--- src/rtl/jtag_bsr.sv ---
// jtag_bsr: WIDTH-cell JTAG boundary-scan register (capture/shift/update) with clamp output mode.
// Define JTAG_BSR_LENCHK_EN to add the shift-length check that blocks short updates and flags LEN_ERR.
module jtag_bsr #(
    parameter int WIDTH = 16,
    parameter logic [WIDTH-1:0] SAFE_VALUE = {WIDTH{1'b0}}
) (
    input  logic             CLOCK_DR,
    input  logic             RESET,
    input  logic             CAPTURE_DR,
    input  logic             SHIFT_DR,
    input  logic             UPDATE_DR,
    input  logic [1:0]       MODE,
    input  logic [WIDTH-1:0] NDI,
    input  logic             TDI,
    output logic [WIDTH-1:0] NDO,
    output logic             TDO,
    output logic             LEN_ERR
);
    logic [WIDTH-1:0] scan_q, scan_d, upd_q, upd_d;
    logic upd_ok;
`ifdef JTAG_BSR_LENCHK_EN
    localparam int CW = $clog2(WIDTH);
    logic [CW-1:0] cnt_q, cnt_d;
    logic err_q, err_d;
    assign upd_ok = cnt_q == '0;
    // A failed update on the same edge as a capture still leaves the flag set.
    always_comb begin
        cnt_d = CAPTURE_DR ? '0 : SHIFT_DR ? ((cnt_q == CW'(WIDTH - 1)) ? '0 : cnt_q + 1'b1) : cnt_q;
        err_d = (UPDATE_DR && !upd_ok) || (err_q && !CAPTURE_DR);
    end
    always_ff @(posedge CLOCK_DR) begin
        if (RESET) begin
            cnt_q <= '0;
            err_q <= 1'b0;
        end else begin
            cnt_q <= cnt_d;
            err_q <= err_d;
        end
    end
    assign LEN_ERR = err_q;
`else
    assign upd_ok  = 1'b1;
    assign LEN_ERR = 1'b0;
`endif
    always_comb begin
        scan_d = CAPTURE_DR ? NDI : SHIFT_DR ? {TDI, scan_q[WIDTH-1:1]} : scan_q;
        upd_d  = (UPDATE_DR && upd_ok) ? scan_q : upd_q;
    end
    always_ff @(posedge CLOCK_DR) begin
        if (RESET) begin
            scan_q <= '0;
            upd_q  <= SAFE_VALUE;
        end else begin
            scan_q <= scan_d;
            upd_q  <= upd_d;
        end
    end
    assign NDO = (MODE == 2'b01) ? upd_q : (MODE == 2'b10) ? SAFE_VALUE : NDI;
    assign TDO = scan_q[0];
endmodule

--- config.mk ---
export PLATFORM = sky130hd
export DESIGN_NAME = jtag_bsr
export DESIGN_NICKNAME = d
export VERILOG_FILES = /design/src/rtl/jtag_bsr.sv
export SDC_FILE = /design/constraint.sdc
export NUM_CORES = 1
export LEC_CHECK = 0
export ABC_AREA = 1
export CELL_PAD_IN_SITES_DETAIL_PLACEMENT = 1
export CELL_PAD_IN_SITES_GLOBAL_PLACEMENT = 2
export CORE_MARGIN = 1
export CORE_UTILIZATION = 29
export CTS_BUF_LIST = sky130_fd_sc_hd__clkbuf_4 sky130_fd_sc_hd__clkbuf_8
export DETAILED_ROUTE_END_ITERATION = 16
export HOLD_SLACK_MARGIN = 0.1
export PLACE_DENSITY = 0.95
export RECOVER_POWER = 25
export SLEW_MARGIN = 20
export SYNTH_ARGS = -nofsm -noshare
export SYNTH_HDL_FRONTEND = slang
export SYNTH_SLANG_ARGS = --single-unit
--- constraint.sdc ---
create_clock -name CLOCK_DR -period 2 [get_ports CLOCK_DR]
set_clock_uncertainty 0.05 [all_clocks]
set_input_delay 0.3 -clock CLOCK_DR [delete_from_list [all_inputs] [get_ports CLOCK_DR]]
set_output_delay 0.3 -clock CLOCK_DR [all_outputs]
set_load 0.02 [all_outputs]
==> implementation parameters, run 1 <==
Parameter                              Value

Logic synthesis
  Combinational family with the most area after synthesis    simple AND/OR/NAND/NOR gates
  Netlist area before placement    1630 µm²
  Fraction of synthesized area in multiplexers    0
  Synthesized-area fraction occupied by xor and xnor cells    0
  Synth Area per Inst    7.04 µm²
  Gate Count Post-Synth    232
  Syn Nets    256
  Synthesized-area fraction occupied by and/or/nand/nor cells    0.283
  Number of unique standard cell types used by synthesis    18
  Yosys synthesis warning count    0
  Sequential fraction of the synthesis area    0.392
  Synthesized-area fraction occupied by adder cells    0
  Flop and latch count out of synthesis    32
  Fraction of the mapped netlist area in compound gates    0.172

Final layout
  Area of the multi-input gates    746 µm²
  Relative area change from synthesis to final layout    27.9%
  Area of all sequential standard cells    641 µm²
  Inserted Diodes    0
  Layout Cells excl Fill    341
  Ratio of cells with drive above 1 in the final layout    0.155
  Post-Layout Inst Area    2090 µm²
  Fill count    705
  Final layout net count    295

Power and ir drop
  P per Cell Area    752 nW/µm²
  Post-route total power    1570 µW
  Max VDD drop    0.291 mV
  Leakage power    0.000943 µW

Worst setup path
  Kind of launch point of the worst setup path    input port
  Max FO, Critical Path    7
  Sort of element at the end of the critical path    output port
  Worst Setup Path Type    input port to output port
  Critical path's slowest cell    sky130_fd_sc_hd__clkdlybuf4s50_1
  Worst setup path start    MODE[1]
  Critical path required time    1650 ps
  Buf+Inv Stages, Crit Path    4
  Most common cell on crit path    sky130_fd_sc_hd__nand2_1
  Data arrival time at the worst-slack endpoint    1500 ps
  Worst stage delay on the critical path    480 ps
  Startpoint of the worst register-to-register path    scan_q[6]
  Critical path cell sequence    clkdlybuf4s50_1 -> inv_1 -> nand2_1 -> nand2_1 -> buf_4 -> o21ai_0 -> buf_2
  Kind of cell with the highest combined delay on the critical path    buffers and inverters

Detailed routing
  Topmost layer with routed signal wires    met4
  Vias post-DR    1539
  Routed met3 length    170 µm
  Total DRC errors in the routed layout    0
  Vias per std cell    4.51
  DR WL/cell    12.2 µm
  Wl on met1    1990 µm
  Total Routed Length    4160 µm
  Detailed Route Iter0 Violations    65
  Total length of routed met2 wires    1940 µm
  Post-detailed-route count of antenna-violating nets    0
  Initial DRT Pass Iterations    4

Min path
  Hold Crit Start    scan_q[0]
  Min-Delay Path Class    flip-flop to flip-flop

Clocking
  TritonCTS clock tree    done
  Total number of clock tree sinks    32
  Register clock-pin slew on the reported worst setup and hold paths    70 ps
  Max Buffers Root-to-Sink    2
  Total clock buffers created by CTS    5
  H-tree Lvls    2
  Clock tree root driver cell    sky130_fd_sc_hd__clkbuf_8
  Cts-stage hold buffer count    0
  Worst-Skew Late Latency    290 ps

Floorplan
  Core Region    5270 µm²
  Die width    77.0 µm
  Effective utilization at floorplan    0.310
  Vertical extent of the die    77.0 µm
  Number of placement rows    26
  Io pins    42
  Die area    5930 µm²

STA
  Final hold violation count    0
  Endpoints failing setup    0
  Unrepaired setup endpoints after global routing    no
  Final total negative setup slack    0 ps
  Minimum hold slack    429 ps
  Max Fclk    0.540 GHz
  Worst slew pin tran    645 ps
  Max Transition Viols Final    0
  Max-Slew Margin vs Limit    0.570
  Final period util    0.926
  Final critical-path required period    1850 ps

Placement
  Total cell area at the placement stage    2070 µm²
  Final weighted congestion of routability-driven global placement    0.743
  Cells after DPL    334
  Port Buf Inserts    40
  Final HPWL DP    2810 µm

GRT
  Initial antenna violation count    0
  Total routing resource utilization after global routing    0.150
  First-pass GRT wire length    7110 µm
  Vias in the first global route    1588
  Final global-route overflow total    0
  Pin count of the biggest net entering global routing    34

Flow run
  Max_cap viols    0

Status
  Status    finished clean
-- cell type report --
type	count	area share
Sequential cell	32	0.307
Multi-Input combinational cell	149	0.357
Timing Repair Buffer	47	0.183
Inverter	36	0.0647
Clock buffer	7	0.0461
Tap cell	70	0.0419
-- layer usage --
metal | vias up | track usage
li1 | 803 | -
met3 | 7 | 0.0405
met1 | 701 | 0.184
met4 | 0 | 0.0509
met2 | 28 | 0.252
met5 | - | 0
-- registers in the layout (all words and copies together) (netlist names) --
name,flops
upd_q,16
scan_q,16
-- synthesized netlist by cell type --
master | count | area, µm²
sky130_fd_sc_hd__buf_4 | 1 | 7.51
sky130_fd_sc_hd__buf_2 | 4 | 20.0
sky130_fd_sc_hd__clkbuf_2 | 1 | 5.00
sky130_fd_sc_hd__nor3_2 | 10 | 100
sky130_fd_sc_hd__nor2_1 | 32 | 120
sky130_fd_sc_hd__nor2_8 | 1 | 20.0
sky130_fd_sc_hd__conb_1 | 1 | 3.75
sky130_fd_sc_hd__nand2_1 | 51 | 191
sky130_fd_sc_hd__inv_2 | 1 | 3.75
sky130_fd_sc_hd__nor3_1 | 6 | 30.0
sky130_fd_sc_hd__a21oi_1 | 16 | 80.1
sky130_fd_sc_hd__clkbuf_1 | 2 | 7.51
sky130_fd_sc_hd__buf_6 | 6 | 67.6
sky130_fd_sc_hd__buf_1 | 1 | 3.75
sky130_fd_sc_hd__a211oi_1 | 16 | 120
sky130_fd_sc_hd__inv_1 | 35 | 131
sky130_fd_sc_hd__dfxtp_1 | 32 | 641
sky130_fd_sc_hd__o21ai_0 | 16 | 80.1
-- report_power, final --
group,internal (µW),switching [µW]
Combinational,128,185
Clock,306,239
Sequential,686,26.0
-- cell usage in the layout, fill, tap and decap left out, types with 5 or more instances in the layout --
cell	n
sky130_fd_sc_hd__dfxtp_1	32
sky130_fd_sc_hd__nor3_1	6
sky130_fd_sc_hd__clkbuf_8	7
sky130_fd_sc_hd__clkdlybuf4s50_1	23
sky130_fd_sc_hd__a211oi_1	16
sky130_fd_sc_hd__nor2_1	32
sky130_fd_sc_hd__a21oi_1	16
sky130_fd_sc_hd__nand2_1	51
sky130_fd_sc_hd__o21ai_0	16
sky130_fd_sc_hd__buf_4	5
sky130_fd_sc_hd__inv_1	35
sky130_fd_sc_hd__clkbuf_2	16
sky130_fd_sc_hd__nor3_2	10
-- timing repair --
item	4_1_cts	5_1_grt
gates cloned	0	0
pin swaps	0	0
setup buffers	0	0
endpoints found under the setup margin	16	16
resized for setup	21	44
-- metrics by stage --
| stage | setup slack [ps] | utilization |
|---|---|---|
| detailed placement | -305 | 0.394 |
| finish | 148 | 0.396 |
| CTS | 0.158 | 0.409 |
| floorplan | 523 | - |
| global placement | -243 | 0.394 |
| global route | 25.3 | 0.396 |
-- final timing paths --
path	to	slack, ps	cells after the start
min	upd_q[0]	430	2
max reg2reg	upd_q[6]	1230	2
max	NDO[10]	150	7
min reg2reg	upd_q[0]	430	2
-- worst reg2reg max path: cells and delay by family, from the launching register on --
kind | cells | cell delay [ps]
compound gates | 1 | 220
buf+inv | 1 | 60
flops | 1 | 340
-- cells by family (layout without fill, tap and decap cells) --
family / count (synthesis) / in the layout
AOI/OAI and AO/OA: 48 / 48
buffers and inverters: 51 / 90
DFF: 32 / 32
other: 1 / 1
and+or+nand+nor: 100 / 100
(Power assumes the default switching activity.)
==> run 2: changes to the inputs <==
TNS_END_PERCENT = 1   (was not set)
clock period = 2.3 ns   (was 2 ns; I/O delays follow)
==> implementation parameters, run 2 (synthesis gave the netlist of run 1 again) <==
Parameter                              Value

Worst setup path
  Critical path required time    1900 ps
  Worst Setup Path Type    input port to output port
  Data arrival time at the worst-slack endpoint    1680 ps
  Sort of element at the end of the critical path    output port
  Most common cell on crit path    sky130_fd_sc_hd__nand2_1
  Worst stage delay on the critical path    470 ps
  Critical path's slowest cell    sky130_fd_sc_hd__clkdlybuf4s50_1
  Setup slack of the worst register-to-register path    1540 ps
  Critical path cell sequence    clkdlybuf4s50_1 -> inv_1 -> nand2_1 -> nand2_1 -> buf_4 -> o21ai_0 -> dlygate4sd2_1
  Kind of cell with the highest combined delay on the critical path    buffers and inverters
  Buf+Inv Stages, Crit Path    4
  Kind of launch point of the worst setup path    input port
  Max FO, Critical Path    7

Floorplan
  Core Region    5270 µm²
  Number of placement rows    26
  Vertical extent of the die    77.0 µm
  Io pins    42
  Die width    77.0 µm
  Effective utilization at floorplan    0.310
  Die area    5930 µm²

Final layout
  Most common library cell in the layout ignoring fill and taps    sky130_fd_sc_hd__nand2_1
  Fin util    0.405
  Ratio of cells with drive above 1 in the final layout    0.0959
  Relative area change from synthesis to final layout    30.7%
  Inserted Diodes    0
  Layout Cells excl Fill    341
  Final layout net count    295
  Largest registers    scan_q: 16 flops, upd_q: 16 flops
  Most frequent cells in the layout    51 x sky130_fd_sc_hd__nand2_1, 35 x sky130_fd_sc_hd__inv_1, 32 x sky130_fd_sc_hd__nor2_1, 32 x sky130_fd_sc_hd__dfxtp_1, 23 x sky130_fd_sc_hd__clkdlybuf4s50_1

Placement
  Final weighted congestion of routability-driven global placement    0.722
  Port Buf Inserts    40
  Worst slack at placement    -85.8 ps
  Final HPWL DP    2850 µm
  Cells after DPL    334

Detailed routing
  Initial DRT Pass Iterations    4
  Post-detailed-route count of antenna-violating nets    0
  Detailed Route Iter0 Violations    54
  Vias per std cell    4.45
  DR WL/cell    12.0 µm
  Total Routed Length    4080 µm
  Vias post-DR    1519
  Total DRC errors in the routed layout    0

GRT
  Most congested layer reported by global routing    met2
  GR met1 Demand/Resource    0.180
  Final global-route overflow total    0
  First-pass GRT wire length    6740 µm
  Total routing resource utilization after global routing    0.145
  Global-route met2 utilization    0.232
  Vias in the first global route    1462
  Initial antenna violation count    0
  Pin count of the biggest net entering global routing    33
  Met3 Resource Use GR    0.0417

STA
  Unrepaired setup endpoints after global routing    no
  Final hold violation count    0
  Final worst setup slack    224 ps
  Worst slew pin tran    648 ps
  Minimum hold slack    427 ps
  Max Transition Viols Final    0
  Max Fclk    0.482 GHz
  Endpoints failing setup    0
  Final total negative setup slack    0 ps
  Final critical-path required period    2080 ps
  Final period util    0.903
  Max-Slew Margin vs Limit    0.568

Power and ir drop
  Leakage power    0.000969 µW
  P per Cell Area    616 nW/µm²
  Max VDD drop    0.228 mV

Clocking
  Clock tree root driver cell    sky130_fd_sc_hd__clkbuf_8
  Cts-stage hold buffer count    0
  Total number of clock tree sinks    32
  Total clock buffers created by CTS    5
  H-tree Lvls    2
  Worst-Skew Late Latency    280 ps
  Register clock-pin slew on the reported worst setup and hold paths    60 ps
  Max Buffers Root-to-Sink    2
  TritonCTS clock tree    done

Status
  Status    finished clean

Flow run
  Max_cap viols    0

Min path
  Min-Delay Path Class    flip-flop to flip-flop
-- run 2: changes by cell type in the layout (fill, tap and decap cells not counted) --
cell,previous run,this run
sky130_fd_sc_hd__clkbuf_4,0,1
sky130_fd_sc_hd__dlygate4sd2_1,0,16
sky130_fd_sc_hd__clkinv_2,0,1
sky130_fd_sc_hd__clkbuf_2,16,1
sky130_fd_sc_hd__clkbuf_8,7,5
sky130_fd_sc_hd__buf_2,1,0
-- run 2: final timing paths --
check                           startpoint         to  depth (start not counted)
worst min register to register   scan_q[0]   upd_q[0]                          2
worst min-delay path             scan_q[0]   upd_q[0]                          2
worst max-delay path               MODE[1]    NDO[11]                          7
worst max register to register  scan_q[12]  upd_q[12]                          2
-- run 2: power breakdown --
group	total [µW]	switching (µW)	internal [µW]
Sequential	620	23.0	597
Clock	420	203	217
Combinational	275	158	118
Total	1310	383	931
-- run 2: per-layer routing --
layer	wire length [µm]	share of wire
met5	0	0
met2	1870	0.46
met4	63	0.015
met3	170	0.042
met1	1980	0.48
-- run 2: layout make-up --
type	instances	area (µm²)
tap	70	87.6
multi-input combinational	149	746
clock buffer	6	76.3
sequential	32	641
inverter	36	135
fill	707	3140
clock inverter	1	5.00
timing repair buffer	47	443
-- run 2: through the flow --
| step | cell area [µm²] | total power [µW] |
|---|---|---|
| after floorplan | 1630 | 804 |
| after global placement | 2070 | 922 |
| after detailed placement | 2070 | 929 |
| after CTS | 2140 | 1340 |
| after global routing | 2130 | 1390 |
| final | 2130 | 1310 |
-- run 2: tightest hold or removal path: cells and delay by family, from the launching register on --
family	cells	cell delay [ps]
AO/OA/AOI/OAI	1	60
buffers and inverters	1	60
flip-flops	1	310
-- run 2: what timing repair did --
action,4_1_cts,5_1_grt
endpoints found under the hold margin,0,0
buffers inserted,0,0
gates resized for setup,16,0
endpoints found under the setup margin,16,0
